## config.mk

```make
export PLATFORM = sky130hd
export DESIGN_NAME = iq_mixer_cic
export DESIGN_NICKNAME = d
export VERILOG_FILES = /design/src/rtl/sdr_rx_pkg.sv /design/src/rtl/cic_decim_chan.sv /design/src/rtl/iq_mixer_cic.sv
export SDC_FILE = /design/constraint.sdc
export NUM_CORES = 2
export LEC_CHECK = 0
export CAP_MARGIN = 20
export CORE_MARGIN = 2
export CORE_UTILIZATION = 45
export DETAILED_ROUTE_END_ITERATION = 7
export GPL_TIMING_DRIVEN = 0
export PLACE_DENSITY_LB_ADDON = 0.3
export REMOVE_ABC_BUFFERS = 1
export SKIP_CTS_REPAIR_TIMING = 1
export SYNTH_ARGS = -nofsm -noshare
export SYNTH_HDL_FRONTEND = slang
export SYNTH_SLANG_ARGS = --single-unit
```

## constraint.sdc

```tcl
create_clock -name clk -period 5.35 [get_ports clk]
set_clock_uncertainty 0.05 [all_clocks]
set_input_delay 0.535 -clock clk [delete_from_list [all_inputs] [get_ports clk]]
set_output_delay 0.535 -clock clk [all_outputs]
set_load 0.005 [all_outputs]
```

## src/rtl/sdr_rx_pkg.sv

```systemverilog
// Shared definitions for the 1-bit receive chain: the ±1 sample encoding and
// the CIC accumulator width rule.
package sdr_rx_pkg;

   localparam logic [1:0] PLUS_ONE  = 2'b01;
   localparam logic [1:0] MINUS_ONE = 2'b11;

   function automatic int cic_width(input int log2_decim, input int cic_order);
      return 2 + cic_order * log2_decim;
   endfunction

   // Multiplying two ±1 values coded as 1/0 is an XNOR: equal signs give +1.
   function automatic logic [1:0] mix(input logic a, input logic b);
      return (a ~^ b) ? PLUS_ONE : MINUS_ONE;
   endfunction

endpackage

```

## src/rtl/cic_decim_chan.sv

```systemverilog
// One CIC decimator channel: N integrators at the sample rate, an N-stage comb
// chain stepped by the shared strobe delay line, and a truncating output register.
module cic_decim_chan
   import sdr_rx_pkg::*;
#(
   parameter int LOG2_DECIM = 6,
   parameter int CIC_ORDER  = 4,
   parameter int OUT_WIDTH  = 16
) (
   input  logic                   clk,
   input  logic                   rst,
   input  logic [1:0]             sample,
   input  logic [CIC_ORDER+1:0]   stb,
   output logic [OUT_WIDTH-1:0]   data
);

   localparam int W = cic_width(LOG2_DECIM, CIC_ORDER);

   logic [W-1:0] sample_ext;
   logic [W-1:0] integ    [CIC_ORDER];
   logic [W-1:0] comb_in;
   logic [W-1:0] comb_src [CIC_ORDER];
   logic [W-1:0] comb_dly [CIC_ORDER];
   logic [W-1:0] comb_q   [CIC_ORDER];
   logic [W-1:0] comb_last;

   assign sample_ext = {{(W-2){sample[1]}}, sample};
   assign comb_last  = comb_q[CIC_ORDER-1];

   // Integrators wrap modulo 2^W; the comb differences undo the wrap exactly.
   always_ff @(posedge clk) begin
      if (rst) begin
         // NOTE: the accumulator arrays are reset explicitly; an X or stale value
         // in a free-running integrator would never wash out of the output.
         for (int k = 0; k < CIC_ORDER; k++) integ[k] <= '0;
      end else begin
         integ[0] <= integ[0] + sample_ext;
         for (int k = 1; k < CIC_ORDER; k++) integ[k] <= integ[k] + integ[k-1];
      end
   end

   always_comb begin
      // NOTE: every element is assigned on every pass so no latch can be inferred.
      comb_src[0] = comb_in;
      for (int k = 1; k < CIC_ORDER; k++) comb_src[k] = comb_q[k-1];
   end

   // stb[0] captures the last integrator, stb[k] steps comb stage k,
   // stb[N+1] loads the output word.
   always_ff @(posedge clk) begin
      if (rst) begin
         comb_in <= '0;
         for (int k = 0; k < CIC_ORDER; k++) begin
            comb_dly[k] <= '0;
            comb_q[k]   <= '0;
         end
         data <= '0;
      end else begin
         if (stb[0]) comb_in <= integ[CIC_ORDER-1];
         for (int k = 0; k < CIC_ORDER; k++) begin
            if (stb[k+1]) begin
               comb_q[k]   <= comb_src[k] - comb_dly[k];
               comb_dly[k] <= comb_src[k];
            end
         end
         if (stb[CIC_ORDER+1]) data <= comb_last[W-1 -: OUT_WIDTH];
      end
   end

   generate
      if (OUT_WIDTH < W) begin : g_trunc
         logic unused_lsbs;
         assign unused_lsbs = ^comb_last[W-OUT_WIDTH-1:0];
      end
   endgenerate

endmodule

```

## src/rtl/iq_mixer_cic.sv

```systemverilog
// 1-bit RF x 1-bit LO quadrature mixer feeding two CIC decimators that share
// one decimation counter and strobe delay line.
module iq_mixer_cic
   import sdr_rx_pkg::*;
#(
   parameter int LOG2_DECIM = 6,
   parameter int CIC_ORDER  = 4,
   parameter int OUT_WIDTH  = 16
) (
   input  logic                 clk,
   input  logic                 rst,
   input  logic                 rf_in,
   input  logic                 lo_cos,
   input  logic                 lo_sin,
   output logic [OUT_WIDTH-1:0] i_out,
   output logic [OUT_WIDTH-1:0] q_out,
   output logic                 out_valid
);

   localparam logic [LOG2_DECIM-1:0] CNT_ONE = LOG2_DECIM'(1);

   logic                    rf_q;
   logic                    cos_q;
   logic                    sin_q;
   logic [LOG2_DECIM-1:0]   cnt;
   logic                    dec_stb;
   logic [CIC_ORDER+1:1]    stb_dly;
   logic [CIC_ORDER+1:0]    stb_all;
   logic [1:0]              i_sample;
   logic [1:0]              q_sample;

   always_ff @(posedge clk) begin
      if (rst) begin
         // NOTE: sequential state uses non-blocking assignments so every register
         // samples the pre-edge value of its neighbours.
         rf_q  <= 1'b0;
         cos_q <= 1'b0;
         sin_q <= 1'b0;
      end else begin
         rf_q  <= rf_in;
         cos_q <= lo_cos;
         sin_q <= lo_sin;
      end
   end

   assign i_sample = mix(rf_q, cos_q);
   assign q_sample = mix(rf_q, sin_q);

   // Counter wraps naturally at R-1 since R is a power of two.
   assign dec_stb = &cnt;
   assign stb_all = {stb_dly, dec_stb};

   always_ff @(posedge clk) begin
      if (rst) begin
         cnt       <= '0;
         stb_dly   <= '0;
         out_valid <= 1'b0;
      end else begin
         cnt       <= cnt + CNT_ONE;
         stb_dly   <= {stb_dly[CIC_ORDER:1], dec_stb};
         out_valid <= stb_dly[CIC_ORDER+1];
      end
   end

   cic_decim_chan #(
      .LOG2_DECIM (LOG2_DECIM),
      .CIC_ORDER  (CIC_ORDER),
      .OUT_WIDTH  (OUT_WIDTH)
   ) u_chan_i (
      .clk    (clk),
      .rst    (rst),
      .sample (i_sample),
      .stb    (stb_all),
      .data   (i_out)
   );

   cic_decim_chan #(
      .LOG2_DECIM (LOG2_DECIM),
      .CIC_ORDER  (CIC_ORDER),
      .OUT_WIDTH  (OUT_WIDTH)
   ) u_chan_q (
      .clk    (clk),
      .rst    (rst),
      .sample (q_sample),
      .stb    (stb_all),
      .data   (q_out)
   );

endmodule
```

==> impl_metrics.csv <==
group,metric,value,unit
placement,port_buffers,37,
placement,place_ws,1.45,ns
clock_tree,clk_pin_slew_worst_paths,0.06,ns
floorplan,ios,38,
layout,syn_to_final_growth,10.6,%
timing,setup_viol,0,
floorplan,std_cell_rows,111,
detailed_routing,vias,29400,
critical_path,cpPeakStageDelay,0.70,ns
timing,setup_tns,0,ns
layout,fin_nets,4774,
clock_tree,cts_buffers,78,
detailed_routing,first_pass_iters,8,
worst_hold_path,hold_class,"in -> reg",
global_route,grt_pass1_wl,127000,µm
synthesis,ys_types,84,
detailed_routing,drc_errors,0,
layout,stdcell_count,5658,
floorplan,fp.coreArea,91700,µm²
synthesis,synthCells,4428,
floorplan,die_h,308,µm
synthesis,avgSynthCellArea,9.40,µm²
worst_hold_path,hold_path_end,"u_chan_i.integ[1][25]$_SDFF_PP0_",
clock_tree,clk_latency,0.62,ns
timing,tightest_slew,0.933,ns
synthesis,synth_flop_cell,"edfxtp_1",
clock_tree,numClockSinks,703,
layout,antennaDiodeCount,0,
synthesis,synth_warnings,0,
floorplan,start_util,45.4,%
critical_path,slowest_stage,"xnor2_2",
floorplan,die_width,308,µm
critical_path,crit_path_start_kind,"register",
timing,final_max_slew_viol_count,0,
worst_hold_path,hold_path_depth,2,
critical_path,arrival,4.03,ns
detailed_routing,ant_nets,0,
placement,dpl.hpwl,53000,µm
clock_tree,cts_tree,"yes",
synthesis,netlist_area,41600,µm²
clock_tree,htreeDepth,3,
power_and_ir_drop,powerDensity,381,nW/µm²
timing,hold_viol_final,0,
clock_tree,cts_root_buf,"clkbuf_16",
synthesis,seq_area_frac_synth,43.3,%
run,max_cap_violations,0,
synthesis,synth-async-reset-ratio,0,%
critical_path,critPathCaptureType,"register",
timing,fmax,0.278,GHz
layout,drive_above_1_share,4.54,%
critical_path,rr_startpoint,"rf_q$_SDFF_PP0_",
critical_path,cpMostUsedCell,"a41oi_1",
clock_tree,clk_path_buf_depth,3,
detailed_routing,wl,72500,µm
power_and_ir_drop,power.leakage,19.4,nW
critical_path,cp_data_required_time,5.78,ns
critical_path,path_cells,"xnor2_2, buf_8, xnor2_1, ha_1, a41oi_1, o22ai_1, a41oi_1, a21oi_1, nand3_1, mux2i_1, xor2_1, nor2_1",
critical_path,crit_type,"reg -> reg",
global_route,globalRouteTotalUtil,15.4,%
global_route,grt_max_degree,149,
timing,fin_crit,3.59,ns
timing,timing.slew.headroom,37.7,%
floorplan,dieArea,95000,µm²
worst_hold_path,hold_start,"rst",
timing,rsz0062_at_grt,"false",
global_route,grt_pass1_vias,27900,
placement,place.gp.congestion,0.858,
critical_path,worstReg2RegEnd,"u_chan_q.integ[0][20]$_SDFF_PP0_",
detailed_routing,routedWlPerCell,12.8,µm
synthesis,ys_ff_latch,703,
timing,layout_setup_ws,1.76,ns
critical_path,cp_max_fo,23,
critical_path,worst-r2r-cell-count,12,
placement,placed_cells,5512,
timing,period_share,67.2,%
power_and_ir_drop,peakVddDrop,0.217,mV
critical_path,regToRegSetupSlack,1.76,ns
detailed_routing,first_iter_violations,1546,
global_route,grt_overflow,0,
global_route,antenna_found_initial,0,
detailed_routing,via_per_inst,5.19,
synthesis,synth-edff-count,396,
run_status,status,"complete, no violations",
## cell families (layout without fill, tap and decap cells)
kind of cell             after synthesis  in the layout  share of synthesized area (%)
adder cells (fa/ha/maj)              363            363                           11.1
AO/OA/AOI/OAI                       1031           1031                           15.9
AND/OR/NAND/NOR                     1502           1502                           17.6
flip-flops                           703            703                           43.3
multiplexers                          54             54                           1.32
buffers and inverters                465            509                           4.21
XOR/XNOR                             310            310                           6.52
## per-stage QoR
stage	area (µm²)	hold slack (ns)	util (%)	total power, W
after floorplan	41000	0.365	-	0.0110
after global placement	42900	0.380	46.8	0.0120
after detailed placement	43300	0.390	47.2	0.0121
after CTS	46000	0.204	50.2	0.0177
after global routing	46000	0.226	50.2	0.0187
final	46000	0.228	50.2	0.0176
## synth_stat cells (18+ instances only)
cell type	count	area [µm²]
xnor2_1	170	1490
and3_1	48	300
nand2_1	292	1100
nor3_1	99	495
a21oi_1	332	1660
o31ai_1	22	165
nor2_1	481	1810
clkbuf_1	141	529
a31oi_1	41	257
edfxtp_1	396	11900
nand2b_1	45	282
inv_1	310	1160
a21o_1	175	1310
and2_1	232	1450
o21bai_1	26	195
xor2_1	140	1230
o21a_1	45	338
ha_1	351	4390
mux2i_1	48	480
or3_1	26	163
dfxtp_1	307	6150
nor2b_1	60	375
nand4_1	46	288
nand3_1	94	470
nor3b_1	18	135
a211oi_1	48	360
o21ai_0	176	881
## layer usage
metal	up-vias	wire length (µm)	track usage, %
li1	15700	-	-
met1	13200	34800	19.7
met2	328	34000	26.9
met3	132	1780	2.02
met4	0	1950	5.08
met5	-	0	0
## layout by cell type, fill, tap and decap left out, types with 139 or more instances in the layout
cell type,instances
inv_1,307
and2_1,232
nor2_1,481
nand2_1,289
xnor2_1,168
o21ai_0,176
xor2_1,139
a21o_1,175
edfxtp_1,396
dfxtp_1,306
ha_1,351
a21oi_1,332
## power breakdown
group / switching [W] / internal (W) / leakage [nW] / total [W]
logic: 0.00273 / 0.00215 / 11.5 / 0.00488
clock network: 0.00214 / 0.00343 / 1.33 / 0.00556
registers: 0.000716 / 0.00641 / 6.59 / 0.00712
## registers in the layout, summed over array words and instances, names as in the netlist, 5 cells and up
signal / cells
u_chan_i.comb_dly: 104
u_chan_q.comb_dly: 104
u_chan_q.data: 16
u_chan_i.comb_q: 94
cnt: 6
u_chan_q.comb_in: 26
stb_dly: 5
u_chan_q.integ: 104
u_chan_i.comb_in: 26
u_chan_q.comb_q: 94
u_chan_i.integ: 104
u_chan_i.data: 16
## layout make-up
class,count,area (µm²)
timing repair buffer,53,723
sequential,703,18000
clock inverter,44,504
tap,1186,1480
inverter,310,1160
multi-input combinational,3260,21900
fill,8344,45600
clock buffer,102,2230
## worst max-delay path by stage
stage                     from                                    to  slack, ns
2_1_floorplan  rf_q$_SDFF_PP0_      u_chan_q.integ[0][20]$_SDFF_PP0_       1.41
6_report       rf_q$_SDFF_PP0_      u_chan_q.integ[0][20]$_SDFF_PP0_       1.76
3_5_place_dp               rst  u_chan_i.comb_q[3][25]$_SDFFCE_PN0P_       1.45
5_1_grt        rf_q$_SDFF_PP0_      u_chan_q.integ[0][20]$_SDFF_PP0_       1.45
4_1_cts        rf_q$_SDFF_PP0_      u_chan_q.integ[0][20]$_SDFF_PP0_       1.77
3_3_place_gp               rst  u_chan_q.comb_q[0][25]$_SDFFCE_PN0P_     -14.01
## worst max-delay path: cells and delay by family (launching register included)
kind / cells / cell delay (ns)
adders and majority gates: 1 / 0.33
and+or+nand+nor: 2 / 0.21
xor gates and xnor gates: 3 / 1.00
buffers and inverters: 1 / 0.27
DFF: 1 / 0.40
AOI/OAI and AO/OA: 4 / 0.99
muxes: 1 / 0.20
Power figures use the tool's default switching activity.
